<file path="src/rtl/sfr04_pkg.sv">
// Shared types and constants for the SRF04 range converter.
package sfr04_pkg;

  localparam int W_IN             = 16;
  localparam int W_CM             = 10;
  localparam int AVG_TAPS         = 4;
  localparam int W_SUM            = 12;
  localparam int TICKS_PER_CM_DEF = 58;
  localparam int MAX_CM_DEF       = 400;

  typedef enum logic [1:0] {
    ST_IDLE = 2'd0,
    ST_DIV  = 2'd1,
    ST_POST = 2'd2,
    ST_OUT  = 2'd3
  } state_t;

endpackage

</file>
<file path="src/rtl/sfr04_range_conv_udiv.sv">
// Generic sequential restoring unsigned divider: one quotient bit per cycle,
// W_N cycles from start to a one-cycle done pulse; quotient holds until the next start.
module sfr04_udiv #(
  parameter int W_N = 17,
  parameter int W_D = 6
) (
  input  logic           clk,
  input  logic           rst_n,
  input  logic           start,
  input  logic [W_N-1:0] dividend,
  input  logic [W_D-1:0] divisor,
  output logic           done,
  output logic [W_N-1:0] quotient
);

  localparam int W_CNT = $clog2(W_N + 1);

  logic [W_D-1:0]   r_rem;
  logic [W_N-1:0]   r_quo;
  logic [W_CNT-1:0] r_cnt;
  logic             r_busy;
  logic             r_done;

  logic [W_D:0]     w_shift;
  logic             w_ge;
  logic [W_D-1:0]   w_diff;

  // The dividend shifts out of r_quo's MSB while quotient bits shift in at the LSB.
  assign w_shift = {r_rem, r_quo[W_N-1]};
  assign w_ge    = (w_shift >= {1'b0, divisor});
  assign w_diff  = w_shift[W_D-1:0] - divisor;

  always_ff @(posedge clk or negedge rst_n) begin
    if (!rst_n) begin
      r_rem  <= '0;
      r_quo  <= '0;
      r_cnt  <= '0;
      r_busy <= 1'b0;
      r_done <= 1'b0;
    end else begin
      r_done <= 1'b0;
      if (start && !r_busy) begin
        r_quo  <= dividend;
        r_rem  <= '0;
        r_cnt  <= W_CNT'(W_N);
        r_busy <= 1'b1;
      end else if (r_busy) begin
        r_rem <= w_ge ? w_diff : w_shift[W_D-1:0];
        r_quo <= {r_quo[W_N-2:0], w_ge};
        r_cnt <= r_cnt - W_CNT'(1);
        if (r_cnt == W_CNT'(1)) begin
          r_busy <= 1'b0;
          r_done <= 1'b1;
        end
      end
    end
  end

  assign done     = r_done;
  assign quotient = r_quo;

endmodule

</file>
<file path="src/rtl/sfr04_range_conv.sv">
// SRF04 echo ticks -> centimetres, rounded half-up, clamped and flagged.
// Define RANGE_AVG_EN to add a 4-tap moving average over in-range results.
module sfr04_range_conv
  import sfr04_pkg::*;
#(
  parameter int TICKS_PER_CM = TICKS_PER_CM_DEF,
  parameter int MAX_CM       = MAX_CM_DEF
) (
  input  logic            clk,
  input  logic            rst_n,
  input  logic [W_IN-1:0] raw_ticks,
  input  logic            raw_valid,
  output logic [W_CM-1:0] dist_cm,
  output logic            dist_valid,
  output logic            out_of_range,
  output logic            busy,
  output logic            overrun,
  output logic [1:0]      o_dbg_state
);

  localparam int W_DIVD = W_IN + 1;
  localparam int W_DVSR = $clog2(TICKS_PER_CM + 1);
  localparam logic [W_DIVD-1:0] BIAS    = W_DIVD'(TICKS_PER_CM / 2);
  localparam logic [W_DVSR-1:0] DIVISOR = W_DVSR'(TICKS_PER_CM);
  localparam logic [W_DIVD-1:0] MAX_Q   = W_DIVD'(MAX_CM);
  localparam logic [W_CM-1:0]   MAX_VAL = W_CM'(MAX_CM);

  state_t            r_state;
  state_t            w_next;
  logic              w_start;
  logic              w_div_done;
  logic [W_DIVD-1:0] w_dividend;
  logic [W_DIVD-1:0] w_quo;

  logic              r_raw_zero;
  logic [W_CM-1:0]   r_post_dist;
  logic              r_post_oor;
  logic [W_CM-1:0]   r_dist_cm;
  logic              r_dist_valid;
  logic              r_oor;
  logic              r_overrun;

  logic [W_CM-1:0]   w_res_raw;
  logic              w_oor_raw;
  logic [W_CM-1:0]   w_res;

  // Bias for half-up rounding is added here; 17 bits so 0xFFFF + bias cannot wrap.
  assign w_dividend = {1'b0, raw_ticks} + BIAS;

  sfr04_udiv #(
    .W_N (W_DIVD),
    .W_D (W_DVSR)
  ) u_div (
    .clk      (clk),
    .rst_n    (rst_n),
    .start    (w_start),
    .dividend (w_dividend),
    .divisor  (DIVISOR),
    .done     (w_div_done),
    .quotient (w_quo)
  );

  always_ff @(posedge clk or negedge rst_n) begin
    if (!rst_n) r_state <= ST_IDLE;
    else        r_state <= w_next;
  end

  always_comb begin
    w_next  = r_state;
    w_start = 1'b0;
    case (r_state)
      ST_IDLE: begin
        if (raw_valid) begin
          w_next  = ST_DIV;
          w_start = 1'b1;
        end
      end
      ST_DIV:  if (w_div_done) w_next = ST_POST;
      ST_POST: w_next = ST_OUT;
      ST_OUT:  w_next = ST_IDLE;
      default: w_next = ST_IDLE;
    endcase
  end

  // Clamp / flag the single-sample result.
  always_comb begin
    w_res_raw = w_quo[W_CM-1:0];
    w_oor_raw = 1'b0;
    if (r_raw_zero || (w_quo == '0)) begin
      w_res_raw = '0;
      w_oor_raw = 1'b1;
    end else if (w_quo > MAX_Q) begin
      w_res_raw = MAX_VAL;
      w_oor_raw = 1'b1;
    end
  end

`ifdef RANGE_AVG_EN
  logic [W_CM-1:0]  r_hist [AVG_TAPS];
  logic             r_hist_vld;
  logic [W_SUM-1:0] w_sum;
  logic [W_SUM-1:0] w_avg_full;

  // Window is the new sample plus the newest AVG_TAPS-1 history entries;
  // an empty history behaves as if every tap already held the new sample.
  always_comb begin
    w_sum = W_SUM'(w_res_raw);
    for (int i = 0; i < AVG_TAPS - 1; i++) begin
      w_sum = w_sum + (r_hist_vld ? W_SUM'(r_hist[i]) : W_SUM'(w_res_raw));
    end
    w_avg_full = w_sum >> $clog2(AVG_TAPS);
  end

  assign w_res = w_oor_raw ? w_res_raw : w_avg_full[W_CM-1:0];

  always_ff @(posedge clk or negedge rst_n) begin
    if (!rst_n) begin
      for (int i = 0; i < AVG_TAPS; i++) r_hist[i] <= '0;
      r_hist_vld <= 1'b0;
    end else if (r_state == ST_POST && !w_oor_raw) begin
      r_hist_vld <= 1'b1;
      r_hist[0]  <= w_res_raw;
      for (int i = 1; i < AVG_TAPS; i++) begin
        r_hist[i] <= r_hist_vld ? r_hist[i-1] : w_res_raw;
      end
    end
  end
`else
  assign w_res = w_res_raw;
`endif

  always_ff @(posedge clk or negedge rst_n) begin
    if (!rst_n) begin
      r_raw_zero   <= 1'b0;
      r_post_dist  <= '0;
      r_post_oor   <= 1'b0;
      r_dist_cm    <= '0;
      r_dist_valid <= 1'b0;
      r_oor        <= 1'b0;
      r_overrun    <= 1'b0;
    end else begin
      r_dist_valid <= 1'b0;
      if (w_start) r_raw_zero <= (raw_ticks == '0);
      if (raw_valid && r_state != ST_IDLE) r_overrun <= 1'b1;
      if (r_state == ST_POST) begin
        r_post_dist <= w_res;
        r_post_oor  <= w_oor_raw;
      end
      if (r_state == ST_OUT) begin
        r_dist_cm    <= r_post_dist;
        r_oor        <= r_post_oor;
        r_dist_valid <= 1'b1;
      end
    end
  end

  assign dist_cm      = r_dist_cm;
  assign dist_valid   = r_dist_valid;
  assign out_of_range = r_oor;
  assign overrun      = r_overrun;
  assign busy         = (r_state != ST_IDLE);
  assign o_dbg_state  = r_state;

endmodule
</file>
<file path="config.mk">
export PLATFORM = sky130hd
export DESIGN_NAME = sfr04_range_conv
export DESIGN_NICKNAME = d
export VERILOG_FILES = /design/src/rtl/sfr04_pkg.sv /design/src/rtl/sfr04_range_conv_udiv.sv /design/src/rtl/sfr04_range_conv.sv
export SDC_FILE = /design/constraint.sdc
export NUM_CORES = 1
export LEC_CHECK = 0
export BUFFER_PORTS_ARGS = -buffer_cell sky130_fd_sc_hd__buf_2
export CAP_MARGIN = 10
export CORE_ASPECT_RATIO = 0.7
export CORE_UTILIZATION = 50
export CTS_BUF_LIST = sky130_fd_sc_hd__clkbuf_4 sky130_fd_sc_hd__clkbuf_8 sky130_fd_sc_hd__clkbuf_16
export CTS_CLUSTER_SIZE = 30
export DETAILED_ROUTE_END_ITERATION = 10
export PLACE_DENSITY = 0.73
export SLEW_MARGIN = 15
export SYNTH_ARGS = -nofsm -noshare
export SYNTH_HDL_FRONTEND = slang
export SYNTH_SLANG_ARGS = --single-unit
</file>
<file path="constraint.sdc">
create_clock -name clk -period 1.67 [get_ports clk]
set_clock_uncertainty 0.05 [all_clocks]
set_input_delay 0.167 -clock clk [delete_from_list [all_inputs] [get_ports clk]]
set_output_delay 0.167 -clock clk [all_outputs]
set_load 0.05 [all_outputs]
</file>
* Word level (Yosys, flattened, before mapping) *
Cells that the tools add are included.

operators by class
  mux-type cells = 23
  shifts and indexed selects = 0
  bitwise operators = 0
  multiply operators = 0
  equality and inequality tests = 6
  div/mod/pow operators = 0
  reductions and logical operators = 10
  $lt $le $gt $ge = 2
  add/subtract/negate cells = 3

operators with widths
  operator                                                            number
  2-to-1 mux 17 bit                                                   2
  2-to-1 mux 10 bit                                                   2
  2-to-1 mux 6 bit                                                    3
  adder 16 x 5 -> 17 bit (second input constant)                      1
  greater-than comparator 17 x 9 -> 1 bit (second input constant)     1
  zero test 17 bit                                                    1
  zero test 16 bit                                                    1
  2-to-1 mux 1 bit                                                    11
  2-to-1 mux 5 bit                                                    2
  one-hot mux 2 bit (4 select lines)                                  1
  greater-or-equal comparator 7 x 6 -> 1 bit (second input constant)  1
  subtractor 6 bit (second input constant)                            1
  equality test 5 x 1 -> 1 bit (second input constant)                1
  subtractor 5 x 1 -> 5 bit (second input constant)                   1
  equality test 2 bit (second input constant)                         2
  2-to-1 mux 2 bit                                                    2
  nonzero test 2 bit                                                  2
  equality test 2 x 1 -> 1 bit (second input constant)                1
  logical AND 1 bit                                                   2
  zero test 2 bit                                                     1
  != test 2 x 1 -> 1 bit (second input constant)                      1
  != test 2 bit (second input constant)                               1
  AND reduction 2 bit                                                 1
  zero test 1 bit                                                     1
  logical OR 1 bit                                                    1

word-level totals
  memory bits (read-only) = 0
  memories kept = 0
  RAM bits = 0
  register bits = 57
  word-level logic and storage cells = 57
  latch bits = 0

* Longest topological paths before layout *
  depth after elaboration = 4
  depth in mapped cells = 7
  gate-level depth less buffers = 6

* Cells and area by module *
Synthesis repeated with hierarchy kept, for this count alone.

unflattened totals
  cell total of the unflattened synthesis = 315
  area, all modules = 3239.4 sq um

modules (own cells, without submodules)
  module            sequential area each (sq um)  cells an instance  area an instance (sq um)  instances
  sfr04_udiv        750.7                         169                1685.4                    1
  sfr04_range_conv  675.6                         146                1554.0                    1

* Worst setup path after synthesis *
No wires, ideal clock.

  kind = register to register
  start = register r_state[0], in the netlist o_dbg_state[0]
  end = register r_state[1], in the netlist o_dbg_state[1]
  path buffers = 0
  required time = 1.495 ns
  setup slack = -0.411 ns
  library setup time = 0.125 ns
  stages on the path, launching flop included = 6
  data arrival time = 1.906 ns
  cells stage by stage = dfrtp_1 -> inv_1 -> ha_1 -> inv_1 -> o22ai_1 -> mux2_2

on the way
  cells in the longest elaborated chain, start to end = 3

RTL lines
  item                                                                      line                    RTL
  start: declaration                                                        sfr04_range_conv.sv:28  state_t r_state;
  start signal: assignment                                                  sfr04_range_conv.sv:65  else r_state <= w_next;
  equality test 2 x 1 -> 1 bit or zero test 2 bit (tied branches)           sfr04_range_conv.sv:71  case (r_state)
  != test 2 x 1 -> 1 bit (no source line) or != test 2 bit (tied branches)  -
  AND reduction 2 bit (no source line)                                      -

Several ways; a longest one is shown, not always the timed one.
A chain may end at the register's enable or synchronous reset.

* Final worst setup path *
  start = register u_div.r_quo[16], in the netlist u_div.quotient[16]
  end = register r_post_dist[6]

on the way
  cells in the longest elaborated chain, start to end = 3

RTL lines
  item                                                                         line                                            RTL
  start: declaration                                                           sfr04_range_conv_udiv.sv:19                     logic [W_N-1:0] r_quo;
  start signal: assignment                                                     sfr04_range_conv_udiv.sv:43                     r_quo <= dividend;
  start signal: assignment                                                     sfr04_range_conv_udiv.sv:49                     r_quo <= {r_quo[W_N-2:0], w_ge};
  greater-than comparator 17 x 9 -> 1 bit or zero test 17 bit (tied branches)  sfr04_range_conv.sv:92, sfr04_range_conv.sv:89
  2-to-1 mux 10 bit or logical OR 1 bit (tied branches)                        sfr04_range_conv.sv:92, sfr04_range_conv.sv:89
  2-to-1 mux 10 bit (*)                                                        sfr04_range_conv.sv:89                          if (r_raw_zero || (w_quo == '0)) begin
  end signal: assignment                                                       sfr04_range_conv.sv:146                         r_post_dist <= w_res;
  end: declaration                                                             sfr04_range_conv.sv:36                          logic [W_CM-1:0] r_post_dist;

Mark *: on every way between the ends. The rest lies on a longest branch, timed or not.

==> results.md <==
- Seq/Total Area, Yosys: 0.480
- Clock insertion delay at the later pin of the skew report: approximately 330 ps
- CTS tree: yes
- Ys Warns: 0
- CP Capture Type: register
- Root cell of the clock tree: clkbuf_8
- Worst hold path type: in -> reg
- Crit Path Max Fanout: 7
- Least-Margin Pin Slew: slightly above 500 ps
- Area of the multi-input gates: 1480 um^2
- Final Cycle Share: 0.969
- Setup CP Type: reg -> reg
- Worst setup SP type: register
- Ys flop type: dfrtp_1
- Hold depth: 3
- Synthesized area per cell: between 10 and 15 um^2
- Crit path cell chain: nor4_2, buf_4, and2_4, o2111a_2, a22o_1
- Synthesized Nets: around 320
- Distinct cells, synth: just over 50
- Synth Instances: a little under 300
- DR iter-0 viols: between 150 and 200
- TritonCTS Buffers: 9
- Post-DRT Antenna Nets: 0
- Overflow left after global routing: 0
- # fillers: around 480
- Slew Limit Fails: 0
- DR WL/cell: between 15 and 20 um
- Final instance area: about 3800 um^2
- FMAX: slightly above 0.6 GHz
- Share of layout cells above drive strength 1: 0.346
- Max IR drop VDD: 381 uV
- Vias in the first global route: approximately 2400
- Fin nets: a little under 400
- Fin util: 0.657
- Dpl cell area: between 3000 and 4000 um^2
- Status: complete, but fails checks
- Initial antenna violation count: 0
- Cell Area, Synth: about 3000 um^2
- WL final: between 7 and 8 mm
- Fin crit period: about 1600 ps
- Final setup margin: a little over 50 ps
- Die H: about 66 um
- H-tree depth: 3
- Post-synthesis register bit count: 57
- Failing checks: design-rule violations
- Die area: ~6300 um^2
- RSZ-0062 raised after global routing: true
- Final Wtd Congestion: 0.824
- Crit-path max cell delay: between 400 and 500 ps
- Antenna cells: 0
- I/O Pins: 35
- Worst Path Arrival: around 1800 ps
- Hold slack: between 70 and 80 ps
- Pwr per Cell Area: about 780 nW/um^2
- Chip width: about 94 um
- MaxCap Viol Count: 0
- Number of flops mapped to enable cells by yosys: 0
- Worst Reg-to-Reg Cells: 5
- Clock transition at path regs: 70 ps
- Worst EP required: between 1500 and 2000 ps
- Post-synthesis async set-or-reset flop share: 1.00
- CP max-delay cell: dfrtp_1
- Cell row count: 23
- PortBufs: 34
- # setup viols final: 0
- Reg area: between 1000 and 1500 um^2
- Vias per std cell: ~5.7
- GRT Total Usage: 0.250
- Layout area overhead: 26.7%
- Core area: 5730 um^2
- Setup WS pre-CTS: -82.9 ps
- Initial core utilization: 0.519
- Post-CTS Setup Bufs: 0
- Max Buffers Root-to-Sink: 2
- Remaining DRCs: 1
- Post-DP HPWL: a little over 5 mm
- Hold Fails Final Rpt: 0
- First-pass GRT wire length: about 12 mm
- Total number of vias: 2504
- First-pass detailed-route iteration total: 8
- Clk sink count: 57
- Slew Limit Headroom: 0.659
- Leak: 0.00178 uW
- Largest net degree at the start of global routing: 40
==> area by class of cell <==
cell class / count / share of cell area
timing repair buffer: 71 / 0.126
sequential: 57 / 0.380
inverter: 17 / 0.0183
clock inverter: 6 / 0.0219
multi-input combinational: 203 / 0.394
tap: 75 / 0.0249
clock buffer: 10 / 0.0349
==> metal layers <==
metal,GRT usage,vias to the layer above,routed length (um)
met2,0.374,86,3090
li1,-,1195,-
met3,0.0639,8,418
met5,0,-,0
met4,0.0788,0,66
met1,0.355,1215,3440
==> registers in the layout (all words and copies together), names as in the netlist <==
register,cells
u_div.done,1
r_post_oor,1
u_div.quotient,17
dist_valid,1
r_post_dist,10
overrun,1
out_of_range,1
u_div.r_busy,1
u_div.r_rem,6
r_raw_zero,1
u_div.r_cnt,5
dist_cm,10
o_dbg_state,2
==> kinds of logic after synthesis <==
group	count (synthesis)	synth area share
multiplexers	21	0.0783
adder cells (fa/ha/maj)	10	0.0421
AO/OA/AOI/OAI	67	0.150
XOR/XNOR	12	0.0354
AND/OR/NAND/NOR	93	0.168
flip-flops	57	0.480
buffers and inverters	29	0.0459
==> Yosys cell counts (3+ instances only) <==
| master | count | area share |
|---|---|---|
| a21o_1 | 3 | 0.0076 |
| clkbuf_1 | 6 | 0.0076 |
| or3_1 | 3 | 0.0063 |
| buf_6 | 3 | 0.011 |
| o21ai_0 | 19 | 0.032 |
| nand3_1 | 8 | 0.013 |
| o22ai_1 | 6 | 0.013 |
| inv_1 | 16 | 0.020 |
| nor2_1 | 15 | 0.019 |
| a21oi_1 | 13 | 0.022 |
| a22o_1 | 6 | 0.018 |
| xnor2_1 | 7 | 0.021 |
| mux2_2 | 14 | 0.053 |
| dfrtp_1 | 57 | 0.48 |
| nand2_1 | 27 | 0.034 |
| ha_1 | 10 | 0.042 |
| mux2i_1 | 6 | 0.020 |
| nor4_1 | 7 | 0.015 |
| xor2_1 | 5 | 0.015 |
| and3_1 | 4 | 0.0084 |
| nor3_1 | 10 | 0.017 |
| o31ai_1 | 4 | 0.010 |
| nand4_1 | 5 | 0.011 |
==> worst max-delay path, delay by kind of cell, from the launching register on <==
| family | cells | cell delay [ps] |
|---|---|---|
| AOI/OAI and AO/OA | 2 | 450 |
| buffers and inverters | 1 | 170 |
| and+or+nand+nor | 2 | 460 |
| DFF | 1 | 420 |
==> power breakdown <==
part	total, uW	leakage (uW)	internal (uW)	switching (uW)
combinational	154	0.000990	60.4	93.5
clock	1400	0.000109	848	547
sequential	1380	0.000680	1380	0.0000000000000490
total	2930	0.00178	2290	641
==> worst paths after layout <==
kind | startpoint | endpoint | slack [ps]
worst max-delay path | u_div.quotient[16]$_DFFE_PN0P_ | r_post_dist[6]$_DFFE_PN0P_ | 50
max in group asynchronous | rst_n | u_div.quotient[5]$_DFFE_PN0P_ | 740
worst min register to register | overrun$_DFFE_PN0P_ | overrun$_DFFE_PN0P_ | 400
worst max register to register | u_div.quotient[16]$_DFFE_PN0P_ | r_post_dist[6]$_DFFE_PN0P_ | 50
min in group asynchronous | rst_n | overrun$_DFFE_PN0P_ | 270
worst min-delay path | raw_ticks[15] | u_div.quotient[16]$_DFFE_PN0P_ | 80
==> stage by stage <==
stage | power (uW) | instances | setup TNS (ps)
after floorplan | 1450 | 289 | -895
after global placement | 1550 | 422 | -68.2
after CTS | 2960 | 439 | 0
after global routing | 3030 | 439 | -73.2
final | 2930 | 439 | 0
after detailed placement | 1550 | 422 | -119
==> cell usage in the layout, fill, tap and decap left out, types with 6 or more instances in the layout <==
cell type / instances
xnor2_1: 7
a21oi_1: 13
nor3_1: 10
buf_4: 34
mux2_2: 13
clkbuf_8: 9
o21ai_0: 19
nand2_1: 26
ha_1: 7
a22o_1: 6
nand3_1: 8
dfrtp_1: 55
buf_2: 34
nor2_1: 15
mux2i_1: 6
inv_1: 13
==> what timing repair did <==
action	in CTS	in global routing
endpoints found under the hold margin	18	0
setup endpoints to repair	3	13
hold buffers	1	0
gates resized for setup	1	9
pin swaps	0	3
cloned	0	0
Power figures use the tool's default switching activity.
